$ cat src/rtl/pad_frame_seq.sv
// Frames a vector stream into FRAME_LEN-vector frames with a registered
// output stage, a last marker and at least GAP_CYCLES dead cycles between frames.
//
// Ports:
//   clk_i, rst_i          clock, synchronous active-high reset
//   data_i/valid_i/ready_o  upstream vector handshake
//   data_o/valid_o/last_o/ready_i  downstream handshake, last_o on final vector
//   frame_start_o         pulse when a frame's first vector is accepted
//   frame_cnt_o           completed frame count (wraps)
module pad_frame_seq #(
  parameter  int BW         = 8,
  parameter  int VECTOR_LEN = 13,
  parameter  int FRAME_LEN  = 50,
  parameter  int GAP_CYCLES = 2,
  localparam int VECTOR_BW  = BW * VECTOR_LEN
) (
  input  logic                        clk_i,
  input  logic                        rst_i,
  input  logic signed [VECTOR_BW-1:0] data_i,
  input  logic                        valid_i,
  output logic                        ready_o,
  output logic signed [VECTOR_BW-1:0] data_o,
  output logic                        valid_o,
  output logic                        last_o,
  input  logic                        ready_i,
  output logic                        frame_start_o,
  output logic [15:0]                 frame_cnt_o
);

  typedef enum logic [1:0] {
    IDLE,
    STREAM,
    DRAIN,
    GAP
  } state_t;

  localparam logic [15:0] LAST_IDX = 16'(FRAME_LEN - 1);
  localparam logic [7:0]  GAP_LAST = 8'(GAP_CYCLES - 1);

  state_t      state;
  state_t      state_nxt;
  logic [15:0] vec_cnt;
  logic [15:0] vec_cnt_nxt;
  logic [7:0]  gap_cnt;
  logic [7:0]  gap_cnt_nxt;

  logic gap_done;
  logic out_free;
  logic accept;
  logic xfer;
  logic last_in;

  assign gap_done = (state == GAP) && (gap_cnt == GAP_LAST);
  assign out_free = !valid_o || ready_i;
  assign ready_o  = !rst_i && out_free &&
                    ((state == IDLE) || (state == STREAM) || gap_done);
  assign accept   = valid_i && ready_o;
  assign xfer     = valid_o && ready_i;
  assign last_in  = (state == STREAM) && (vec_cnt == LAST_IDX);

  always_comb begin
    state_nxt     = state;
    vec_cnt_nxt   = vec_cnt;
    gap_cnt_nxt   = gap_cnt;
    frame_start_o = 1'b0;
    unique case (state)
      IDLE: begin
        if (accept) begin
          state_nxt     = STREAM;
          vec_cnt_nxt   = 16'd1;
          frame_start_o = 1'b1;
        end
      end
      STREAM: begin
        if (accept) begin
          if (last_in) begin
            vec_cnt_nxt = 16'd0;
            state_nxt   = DRAIN;
          end else begin
            vec_cnt_nxt = vec_cnt + 16'd1;
          end
        end
      end
      DRAIN: begin
        // only the last vector can be on the output here
        if (xfer) begin
          gap_cnt_nxt = 8'd0;
          state_nxt   = GAP;
        end
      end
      GAP: begin
        gap_cnt_nxt = gap_cnt + 8'd1;
        if (gap_done) begin
          if (accept) begin
            state_nxt     = STREAM;
            vec_cnt_nxt   = 16'd1;
            frame_start_o = 1'b1;
          end else begin
            state_nxt = IDLE;
          end
        end
      end
      default: state_nxt = IDLE;
    endcase
  end

  always_ff @(posedge clk_i) begin
    if (rst_i) begin
      state       <= IDLE;
      vec_cnt     <= 16'd0;
      gap_cnt     <= 8'd0;
      data_o      <= '0;
      valid_o     <= 1'b0;
      last_o      <= 1'b0;
      frame_cnt_o <= 16'd0;
    end else begin
      state   <= state_nxt;
      vec_cnt <= vec_cnt_nxt;
      gap_cnt <= gap_cnt_nxt;
      // accept implies the output slot is free or emptying this cycle
      if (accept) begin
        data_o  <= data_i;
        valid_o <= 1'b1;
        last_o  <= last_in;
      end else if (xfer) begin
        data_o  <= '0;
        valid_o <= 1'b0;
        last_o  <= 1'b0;
      end
      if ((state == DRAIN) && xfer) begin
        frame_cnt_o <= frame_cnt_o + 16'd1;
      end
    end
  end

endmodule

$ cat config.mk
export PLATFORM = sky130hd
export DESIGN_NAME = pad_frame_seq
export DESIGN_NICKNAME = d
export VERILOG_FILES = /design/src/rtl/pad_frame_seq.sv
export SDC_FILE = /design/constraint.sdc
export NUM_CORES = 1
export LEC_CHECK = 0
export ABC_AREA = 1
export CORE_MARGIN = 2
export CORE_UTILIZATION = 30
export CTS_CLUSTER_DIAMETER = 40
export DETAILED_ROUTE_END_ITERATION = 16
export MAX_ROUTING_LAYER = met4
export PLACE_DENSITY = 0.6
export RECOVER_POWER = 50
export SETUP_SLACK_MARGIN = 0.2
export SLEW_MARGIN = 20
export SYNTH_ARGS = -nofsm -noshare
export SYNTH_HDL_FRONTEND = slang
export SYNTH_SLANG_ARGS = --single-unit
$ cat constraint.sdc
create_clock -name clk_i -period 1.8 [get_ports clk_i]
set_input_delay 0.18 -clock clk_i [delete_from_list [all_inputs] [get_ports clk_i]]
set_output_delay 0.18 -clock clk_i [all_outputs]
set_load 0.02 [all_outputs]
==> results of run 1 <==
cells in the final DEF, fill, tap and decap left out, types with 3 or more instances in the layout:
cell type,n
nor2_2,5
nand4_1,6
nor2_4,8
o21ai_0,6
dfxtp_2,6
buf_12,7
nand2_2,47
nand3_1,23
xor2_1,7
clkinv_4,3
clkdlybuf4s50_1,148
ha_1,5
nand2_4,3
bufinv_16,3
inv_4,3
clkbuf_1,39
dfxtp_1,141
nor3_2,3
nor2_1,52
dlygate4sd2_1,17
buf_4,40
clkbuf_16,22
nor3_1,8
nand2_1,247
o21ai_1,4
buf_16,5
o21a_1,3
a21oi_2,33
inv_1,33
inv_6,4
dlygate4sd3_1,24
a21oi_1,108
inv_2,11
buf_6,12
flip-flops by register name, indices dropped and copies added, names as in the netlist:
name and cells:
gap_cnt 8, valid_o 1, frame_cnt_o 16, state 2, vec_cnt 16, data_o 104
last_o 1
cell families after synthesis:
logic type | after synthesis
xor+xnor | 8
fa+ha+maj | 9
buf+inv | 91
simple gates | 411
flops | 148
compound gates | 162
through the flow:
step / setup slack, ps / cells / util [%] / area [um^2]
CTS: -64.76 / 1381 / 48.37 / 10070
global route: -205.3 / 1395 / 48.89 / 10180
floorplan: 158.9 / 829 / - / 6349
global placement: -191.5 / 1338 / 43.80 / 9120
detailed placement: -212.0 / 1338 / 43.80 / 9120
finish: -90.85 / 1395 / 48.89 / 10180
power by group through the flow:
stage / logic [mW] / clock network, mW / registers (mW)
after floorplan: 1.32 / 0 / 4.06
after global placement: 2.80 / 0 / 3.76
after detailed placement: 2.80 / 0 / 3.77
after CTS: 3.19 / 3.88 / 3.70
after global routing: 3.78 / 4.02 / 3.75
final: 3.50 / 3.79 / 3.71
routing by layer:
| layer | global-route usage, % | wire length, um |
|---|---|---|
| met4 | 5.476 | 220 |
| met5 | - | 0 |
| met2 | 26.84 | 9530 |
| met1 | 21.15 | 8802 |
| met3 | 4.985 | 1160 |
final timing paths:
path | slack (ps) | end | cells after the start | startpoint
min | 310 | data_o[32]$_SDFFE_PP0P_ | 3 | data_i[32]
min reg2reg | 460 | data_o[32]$_SDFFE_PP0P_ | 2 | data_o[32]$_SDFFE_PP0P_
max reg2reg | -60 | data_o[2]$_SDFFE_PP0P_ | 12 | state[0]$_SDFFE_PP0P_
max | -90 | ready_o | 9 | gap_cnt[1]$_SDFFE_PP0P_
area by class of cell:
cell class	instances	area share (%)
Clock buffer	19	4.449
Clock inverter	12	1.659
Inverter	51	2.360
Multi-Input combinational cell	590	30.54
Sequential cell	148	29.21
Tap cell	275	3.380
Timing Repair Buffer	299	28.34
Timing Repair inverter	1	0.06145
timing repair:
action	4_1_cts	5_1_grt
pin swaps	16	24
setup buffers	8	5
cloned	4	9
resized for setup	89	87
setup endpoints to repair	158	183
worst min-delay path: cells and delay by family:
family,cells,cell delay (ps)
and+or+nand+nor,1,60
AOI/OAI and AO/OA,1,50
buffers and inverters,1,390
cell usage after synthesis, drive strengths merged, types with 2 or more instances:
cell type,number,area (um^2)
nand2,298,1221
dfxtp,148,2963
a21oi,142,815.8
nor2,65,264.0
inv,48,180.2
buf,27,206.5
nand3,27,152.7
clkbuf,13,48.80
nor3,12,80.08
o21ai,12,63.81
ha,9,112.6
xor2,7,61.31
nand4,6,37.54
clkinv,3,12.51
o21a,3,22.52
a211oi,2,15.01
==> run metrics, run 1 <==
Max Fclk 528.9 MHz; FF+latch area 0.002974 mm^2; Hold WC Path Type in2reg; syn avg cell area 7.614 um^2; async set or reset register ratio after synthesis 0%; first-pass GRT wire length 29.54 mm; min cycle time layout 1891 ps; setup TNS -1245 ps; Seq cells post-synth 148; Clock power frac 34.5%; area grow syn2layout 61.29%; Internal Dissipation 7.458 mW; Final period util 105.0%; Max-slew headroom 53.28%; Compound-Gate Fraction of Synth Area 14.93%; Pleak 3.865 nW; crit path capture type output port; mapped cell area 0.006312 mm^2; top_reg_cell synth dfxtp_1; max incr delay on CP 330 ps; Final Hold Vio Count 0; Synth Area in Adders 1.784%; area of the multi-input gates 0.003109 mm^2; clock tree buffer depth 2; grt ovf 0; largest family of logic cells by synthesized area simple AND/OR/NAND/NOR gates; DR pass1 iterations 6; Syn Nets 946; Worst EP required 1620 ps; CTS buffer count 17; largest net degree at the start of global routing 128; RSZ-0062 raised after global routing true; Max H-tree Level 4; critical path buffer and inverter count 5; XOR/XNOR Fraction of Synth Area 1.110%; Total GRT Usage 17.07%; Filler cells 2064; pins over their slew limit 0; initial antenna violation count 0; endpoints failing setup 28; Worst Slack Setup Final -90.85 ps; violated checks negative setup slack; Power Dens Cells 1081 mW/mm^2; net switching power 3.551 mW; Logic pwr share 31.8%; crit-path max FO 3; Avg WL per Cell 14.13 um; clk slew on worst S/H paths 70 ps; Initial Utilization 30.31%; die area 0.02222 mm^2; Worst Tran Pin Value 700.8 ps; Die Y 149.1 um; cts hold-fix bufs 0; Ports 232; sequential fraction of the synthesis area 46.94%; mux cell area share after synthesis 0%; layout cells sized above 1 21.61%; vias in the first global route 6034; Final Total Pwr 11.01 mW; overall routed net length 19.71 mm; crit-path cells inv_2 -> ha_4 -> inv_2 -> nor2_4 -> nand3_4 -> buf_4 -> buf_6 -> a21boi_2 -> buf_6; n_diodes 0; Max-Cap Viols 0; peak supply drop 0.6306 mV; switching share of power 32.26%; core outline area 0.02082 mm^2; CTS tree yes; Via Count 6249; port bufs 231; crit start category flop; Crit-path slowest cell dfxtp_2; Seq pwr share 33.7%; Chip Width 149.1 um; drt via density 4.480; YS warnings 0; number of remaining DRC errors 0; status finished, violations left; initial detailed-routing violation count 195; final HPWL from detailed placement 12.09 mm; EDFF count, synth 0; Final Net Count 1225; WHS 308.3 ps; Worst path top cell family by delay buffers and inverters; Synth Instances 829; root buffer cell clkbuf_16; WS Path Type reg2out; clk_skew 9.588 ps; clock tree sinks 148; # rows 53; Arrival @ worst endpoint 1710 ps; Netlist cell types 37; gpl congestion 0.8279; post-route ant nets 0; simple-gate share of the synthesized area 28.15%; Worst-Skew Late Latency 420 ps
Note: power is estimated with default switching activity, not from simulation.
==> run 2: changes to the inputs <==
--- a/config.mk
+++ b/config.mk
@@ -6,15 +6,18 @@
 export NUM_CORES = 1
 export LEC_CHECK = 0
 export ABC_AREA = 1
+export CELL_PAD_IN_SITES_DETAIL_PLACEMENT = 1
+export CELL_PAD_IN_SITES_GLOBAL_PLACEMENT = 2
 export CORE_MARGIN = 2
-export CORE_UTILIZATION = 30
+export CORE_UTILIZATION = 24
 export CTS_CLUSTER_DIAMETER = 40
 export DETAILED_ROUTE_END_ITERATION = 16
 export MAX_ROUTING_LAYER = met4
-export PLACE_DENSITY = 0.6
+export PLACE_DENSITY = 0.82
 export RECOVER_POWER = 50
 export SETUP_SLACK_MARGIN = 0.2
 export SLEW_MARGIN = 20
 export SYNTH_ARGS = -nofsm -noshare
 export SYNTH_HDL_FRONTEND = slang
 export SYNTH_SLANG_ARGS = --single-unit
+export TNS_END_PERCENT = 10
==> run metrics, run 2 (synthesis gave the netlist of run 1 again) <==
# rows 59 (+11%); clock tree sinks 148 (unchanged); CTS buffer count 17 (unchanged); core outline area 0.02591 mm^2 (+24%); post-placement cell area 0.009353 mm^2 (+2.6%); Reg with most FFs data_o; initial detailed-routing violation count 258 (+32%); switching share of power 33.61% (+1.3 points); clk_skew 14.62 ps (+5.037 ps); Max-slew headroom 51.76% (-1.5 points); number of flip-flops in the largest register 104 (unchanged); Worst Slack Setup Final -24.90 ps (+65.95 ps); Worst-Skew Late Latency 430 ps (about the same); Hold WC Path Type in2reg; peak supply drop 0.5851 mV (-7.2%); Final Total Pwr 11.17 mW (+1.5%); endpoints failing setup 8 (-71%); Logic pwr share 33.0% (+1.2 points); most common cell after layout, fill and taps aside nand2_1; most frequent cells in the layout nand2_1 (240), clkdlybuf4s50_1 (143), dfxtp_1 (140); Power Dens Cells 1094 mW/mm^2 (+1.2%); largest net degree at the start of global routing 128 (unchanged); Via Count 6468 (+3.5%); DR pass1 iterations 4 (-2); violated checks negative setup slack; Chip Width 166.2 um (+11%); Design Area, Final 0.01021 mm^2 (+0.25%); Largest regs data_o (104), frame_cnt_o (16), vec_cnt (16); FF+latch area 0.002978 mm^2 (+0.13%); gpl congestion 0.7384 (-11%); Final period util 101.4% (-3.7 points); drt via density 4.409 (-1.6%); crit path capture type output port; area grow syn2layout 61.68%; vias in the first global route 6982 (+16%); final HPWL from detailed placement 14.81 mm (+22%); WS Path Type reg2out; setup TNS -75.94 ps (+1169 ps); die area 0.02761 mm^2 (+24%); area of the multi-input gates 0.003202 mm^2 (+3.0%); RSZ-0062 raised after global routing true; clock tree buffer depth 2 (unchanged); clk slew on worst S/H paths 70 ps (about the same); crit start category flop; overall routed net length 23.20 mm (+18%); Worst EP required 1620 ps (about the same); Pleak 3.772 nW (-2.4%); pre-CTS setup slack -215.0 ps (-3.010 ps); pins over their slew limit 0 (unchanged); grt ovf 0 (unchanged); first-pass GRT wire length 36.70 mm (+24%); Filler cells 3065 (+48%); Seq pwr share 33.4% (-0.3 points); Initial Utilization 24.36% (-6.0 points); min cycle time layout 1825 ps (-65.95 ps); Final Net Count 1236 (+0.90%); Clock power frac 33.6% (-0.9 points); post-route ant nets 0 (unchanged); Total GRT Usage 17.04% (-0.036 points); number of remaining DRC errors 0 (unchanged); Die Y 166.2 um (+11%); root buffer cell clkbuf_16; Avg WL per Cell 15.82 um (+12%); crit-path max FO 2 (-1); Worst Tran Pin Value 723.7 ps (+22.85 ps); Arrival @ worst endpoint 1640 ps (-70 ps); Final Hold Vio Count 0 (unchanged); net switching power 3.754 mW (+5.7%); Max-Cap Viols 0 (unchanged); port bufs 231 (unchanged); Max Fclk 548.0 MHz (+3.6%); status finished, violations left; Max H-tree Level 4 (unchanged); Internal Dissipation 7.415 mW (-0.57%); n_diodes 0 (unchanged); Ports 232 (unchanged); CTS tree yes; initial antenna violation count 0 (unchanged); layout cells sized above 1 23.59% (+2.0 points)
-- run 2: cell types whose count changed in the layout (fill, tap and decap cells not counted), moves of 4 or more --
cell,delta
a21oi_1,-4
a21oi_2,+4
buf_4,+13
clkbuf_1,+41
clkdlybuf4s50_1,-5
dlygate4sd2_1,-14
dlygate4sd3_1,-24
nand2_1,-7
nand2_2,+5
o21ai_0,+5
o21ai_1,-4
-- run 2: power groups by stage --
stage               sequential [mW]  clock [mW]  combinational, mW
floorplan                      4.06           0               1.31
global placement               3.76           0               3.04
detailed placement             3.78           0               3.06
CTS                            3.74        3.88               3.68
global route                   3.77        4.03               3.98
finish                         3.73        3.75               3.69
-- run 2: worst max-delay path, stage by stage (launching register included) --
cell and delay [ps]:
dfxtp_2 320, inv_2 60, ha_4 120, inv_2 40, nor2_4 80, nand3_2 100, nand2_2 100, nand3_4 90
a211oi_2 150, buf_4 170
-- run 2: worst paths after layout --
check	startpoint	to	slack [ps]	cells past startpoint
setup / recovery	gap_cnt[1]$_SDFFE_PP0P_	frame_start_o	-20	9
hold / removal	data_i[41]	data_o[41]$_SDFFE_PP0P_	310	3
setup reg to reg	gap_cnt[1]$_SDFFE_PP0P_	data_o[49]$_SDFFE_PP0P_	-20	13
hold reg to reg	gap_cnt[6]$_SDFFE_PP0P_	gap_cnt[6]$_SDFFE_PP0P_	440	1
-- run 2: metrics by stage --
stage / cells / hold slack (ps) / utilization (%)
finish: 1467 / 306.5 / 39.39
global route: 1467 / 297.3 / 39.39
CTS: 1456 / 286.1 / 40.35
detailed placement: 1411 / 451.5 / 36.10
global placement: 1411 / 444.5 / 36.10
floorplan: 829 / 321.6 / -
-- run 2: cell type report --
cell class	count	area share, %
multi-input cells	590	31.37
clock inverters	13	1.618
flip-flops and latches	148	29.18
repair buffers	310	27.13
clock buffers	19	4.340
well taps	335	4.107
repair inverters	1	0.08582
inverters	51	2.170
-- run 2: timing repair --
item,4_1_cts,5_1_grt
endpoints found under the setup margin,182,228
hold buffers,0,0
cloned,6,4
pin swaps,18,8
resized for setup,90,111
buffers inserted,7,7
-- run 2: routing by layer --
| metal | GRT usage (%) | routed length, um |
|---|---|---|
| met1 | 19.83 | 10370 |
| met2 | 27.35 | 10770 |
| met3 | 6.292 | 1726 |
| met4 | 5.293 | 337 |
| met5 | - | 0 |
==> run 3: changes to the inputs <==
--- a/config.mk
+++ b/config.mk
@@ -13,11 +13,11 @@
 export CTS_CLUSTER_DIAMETER = 40
 export DETAILED_ROUTE_END_ITERATION = 16
 export MAX_ROUTING_LAYER = met4
-export PLACE_DENSITY = 0.82
+export PLACE_DENSITY = 0.89
 export RECOVER_POWER = 50
 export SETUP_SLACK_MARGIN = 0.2
 export SLEW_MARGIN = 20
 export SYNTH_ARGS = -nofsm -noshare
 export SYNTH_HDL_FRONTEND = slang
 export SYNTH_SLANG_ARGS = --single-unit
-export TNS_END_PERCENT = 10
+export TNS_END_PERCENT = 30
==> run metrics, run 3 (synthesis gave the netlist of run 1 again) <==
status finished, violations left; violated checks negative setup slack; Crit-path slowest cell dfxtp_2; port bufs 231 (unchanged); Design Area, Final 0.01107 mm^2 (+8.5%); cts hold-fix bufs 0 (unchanged); min cycle time layout 1853 ps (+28.60 ps); post-placement cell area 0.009265 mm^2 (-0.94%); Hold WC Path Type in2reg; Final Net Count 1241 (+0.40%); root buffer cell clkbuf_16; crit path capture type output port; DR pass1 iterations 4 (unchanged); clock tree sinks 148 (unchanged); Worst Slack Setup Final -53.50 ps (-28.60 ps); Max Fclk 539.5 MHz (-1.5%); crit start category flop; die area 0.02761 mm^2 (unchanged); Ports 232 (unchanged); CTS tree yes; Filler cells 3033 (-1.0%); clk_skew 17.82 ps (+3.195 ps); Max H-tree Level 4 (unchanged); Via Count 6578 (+1.7%); initial antenna violation count 1 (+1); Largest regs data_o (104), frame_cnt_o (16), vec_cnt (16); max incr delay on CP 330 ps (about the same); Initial Utilization 24.36% (unchanged); largest net degree at the start of global routing 89 (-30%); Reg with most FFs data_o; clock tree buffer depth 2 (unchanged); initial detailed-routing violation count 211 (-18%); core outline area 0.02591 mm^2 (unchanged); # rows 59 (unchanged); WS Path Type reg2out; post-route ant nets 0 (unchanged); Avg WL per Cell 17.13 um (+8.3%); Worst Tran Pin Value 600.2 ps (-123.5 ps); grt ovf 0 (unchanged); Worst path top cell family by delay simple AND/OR/NAND/NOR gates; endpoints failing setup 1 (-7); number of remaining DRC errors 0 (unchanged); peak supply drop 0.5755 mV (-1.6%); Most common cell on crit path inv_2; Chip Width 166.2 um (unchanged); area grow syn2layout 75.38%; drt via density 4.466 (+1.3%); setup TNS -53.50 ps (+22.44 ps); crit-path max FO 2 (unchanged); critical path buffer and inverter count 3 (unchanged); Worst-Skew Late Latency 440 ps (about the same); layout cells sized above 1 35.71% (+12 points); vias in the first global route 7051 (+0.99%); Max-slew headroom 59.99% (+8.2 points); most common cell after layout, fill and taps aside nand2_1; crit-path cells inv_2 -> ha_4 -> inv_2 -> nor2_4 -> nand3_2 -> nand2_2 -> nand3_4 -> a211oi_2 -> buf_4; Total GRT Usage 17.74% (+0.71 points); Final Hold Vio Count 0 (unchanged); RSZ-0062 raised after global routing true; Worst EP required 1620 ps (about the same); most frequent cells in the layout nand2_1 (151), dfxtp_1 (139), clkdlybuf4s50_1 (120); gpl congestion 0.7508 (+1.7%); Power Dens Cells 1072 mW/mm^2 (-2.1%); number of flip-flops in the largest register 104 (unchanged); Die Y 166.2 um (unchanged); pins over their slew limit 0 (unchanged); CTS buffer count 17 (unchanged); Pleak 4.282 nW (+14%); overall routed net length 25.23 mm (+8.7%); final HPWL from detailed placement 15.25 mm (+3.0%); Max-Cap Viols 0 (unchanged); Arrival @ worst endpoint 1670 ps (+30 ps); first-pass GRT wire length 37.69 mm (+2.7%); Final period util 103.0% (+1.6 points); clk slew on worst S/H paths 80 ps (about the same)
-- run 3: cell types whose count changed in the layout (fill, tap and decap cells not counted), sizes merged --
cell	delta
buf	+5
bufbuf	-2
bufinv	-1
clkbuf	-15
clkdlybuf4s50	-23
clkinv	+1
clkinvlp	+1
diode	+1
dlygate4sd2	+42
dlymetal6s2s	-3
-- run 3: repair_timing --
item	CTS	global route
pin swaps	38	28
gates cloned	9	7
setup buffers	14	4
endpoints found under the setup margin	186	203
endpoints found under the hold margin	0	0
resized for setup	160	266
-- run 3: area by class of cell --
class                   instances  area, um^2  share of cell area, %
diodes                          1       2.502                0.02260
clock buffers                  17       425.4                  3.843
repair buffers                316        3030                  27.37
well taps                     335       419.2                  3.786
multi-input cells             590        3801                  34.34
flip-flops and latches        148        2982                  26.93
clock inverters                15       181.4                  1.639
inverters                      51       229.0                  2.068
-- run 3: where the power goes --
group          switching [mW]  total [mW]  internal [mW]  leakage [nW]
registers               0.243        3.80           3.56          1.21
logic                    2.30        4.32           2.02          2.79
clock network            1.75        3.74           1.99         0.287
-- run 3: per-layer routing --
metal  track usage (%)  part of all wire, %  up-vias
met2             30.22                   50      169
met1             19.93                   42     3138
met5                 -                    0        -
met3             6.506                  6.9       17
li1                  -                    -     3254
met4             3.819                 0.85        0
-- run 3: through the flow --
stage	power (mW)	utilization (%)	hold WS [ps]	setup WS, ps	std cells
detailed placement	6.710	35.76	453.8	-244.5	1406
floorplan	5.374	-	321.6	158.9	829
finish	11.86	42.73	293.1	-53.50	1473
CTS	11.32	40.71	283.2	-65.87	1461
global placement	6.664	35.76	446.9	-195.3	1406
global route	12.45	42.73	289.0	-145.1	1473
-- run 3: worst reg2reg max path: cells and delay by family (launching register included) --
family	cells	cell delay (ps)
AOI/OAI and AO/OA	1	140
adders and majority gates	1	160
buffers and inverters	5	610
DFF	1	370
and+or+nand+nor	5	450
-- run 3: worst paths after layout --
kind                            from                       to  slack (ps)  cells past startpoint
max reg2reg    state[1]$_SDFFE_PP0P_  data_o[77]$_SDFFE_PP0P_           0                     12
min reg2reg  data_o[73]$_SDFFE_PP0P_  data_o[73]$_SDFFE_PP0P_         460                      2
min                       data_i[43]  data_o[43]$_SDFFE_PP0P_         290                      3
max          gap_cnt[1]$_SDFFE_PP0P_            frame_start_o         -50                      9
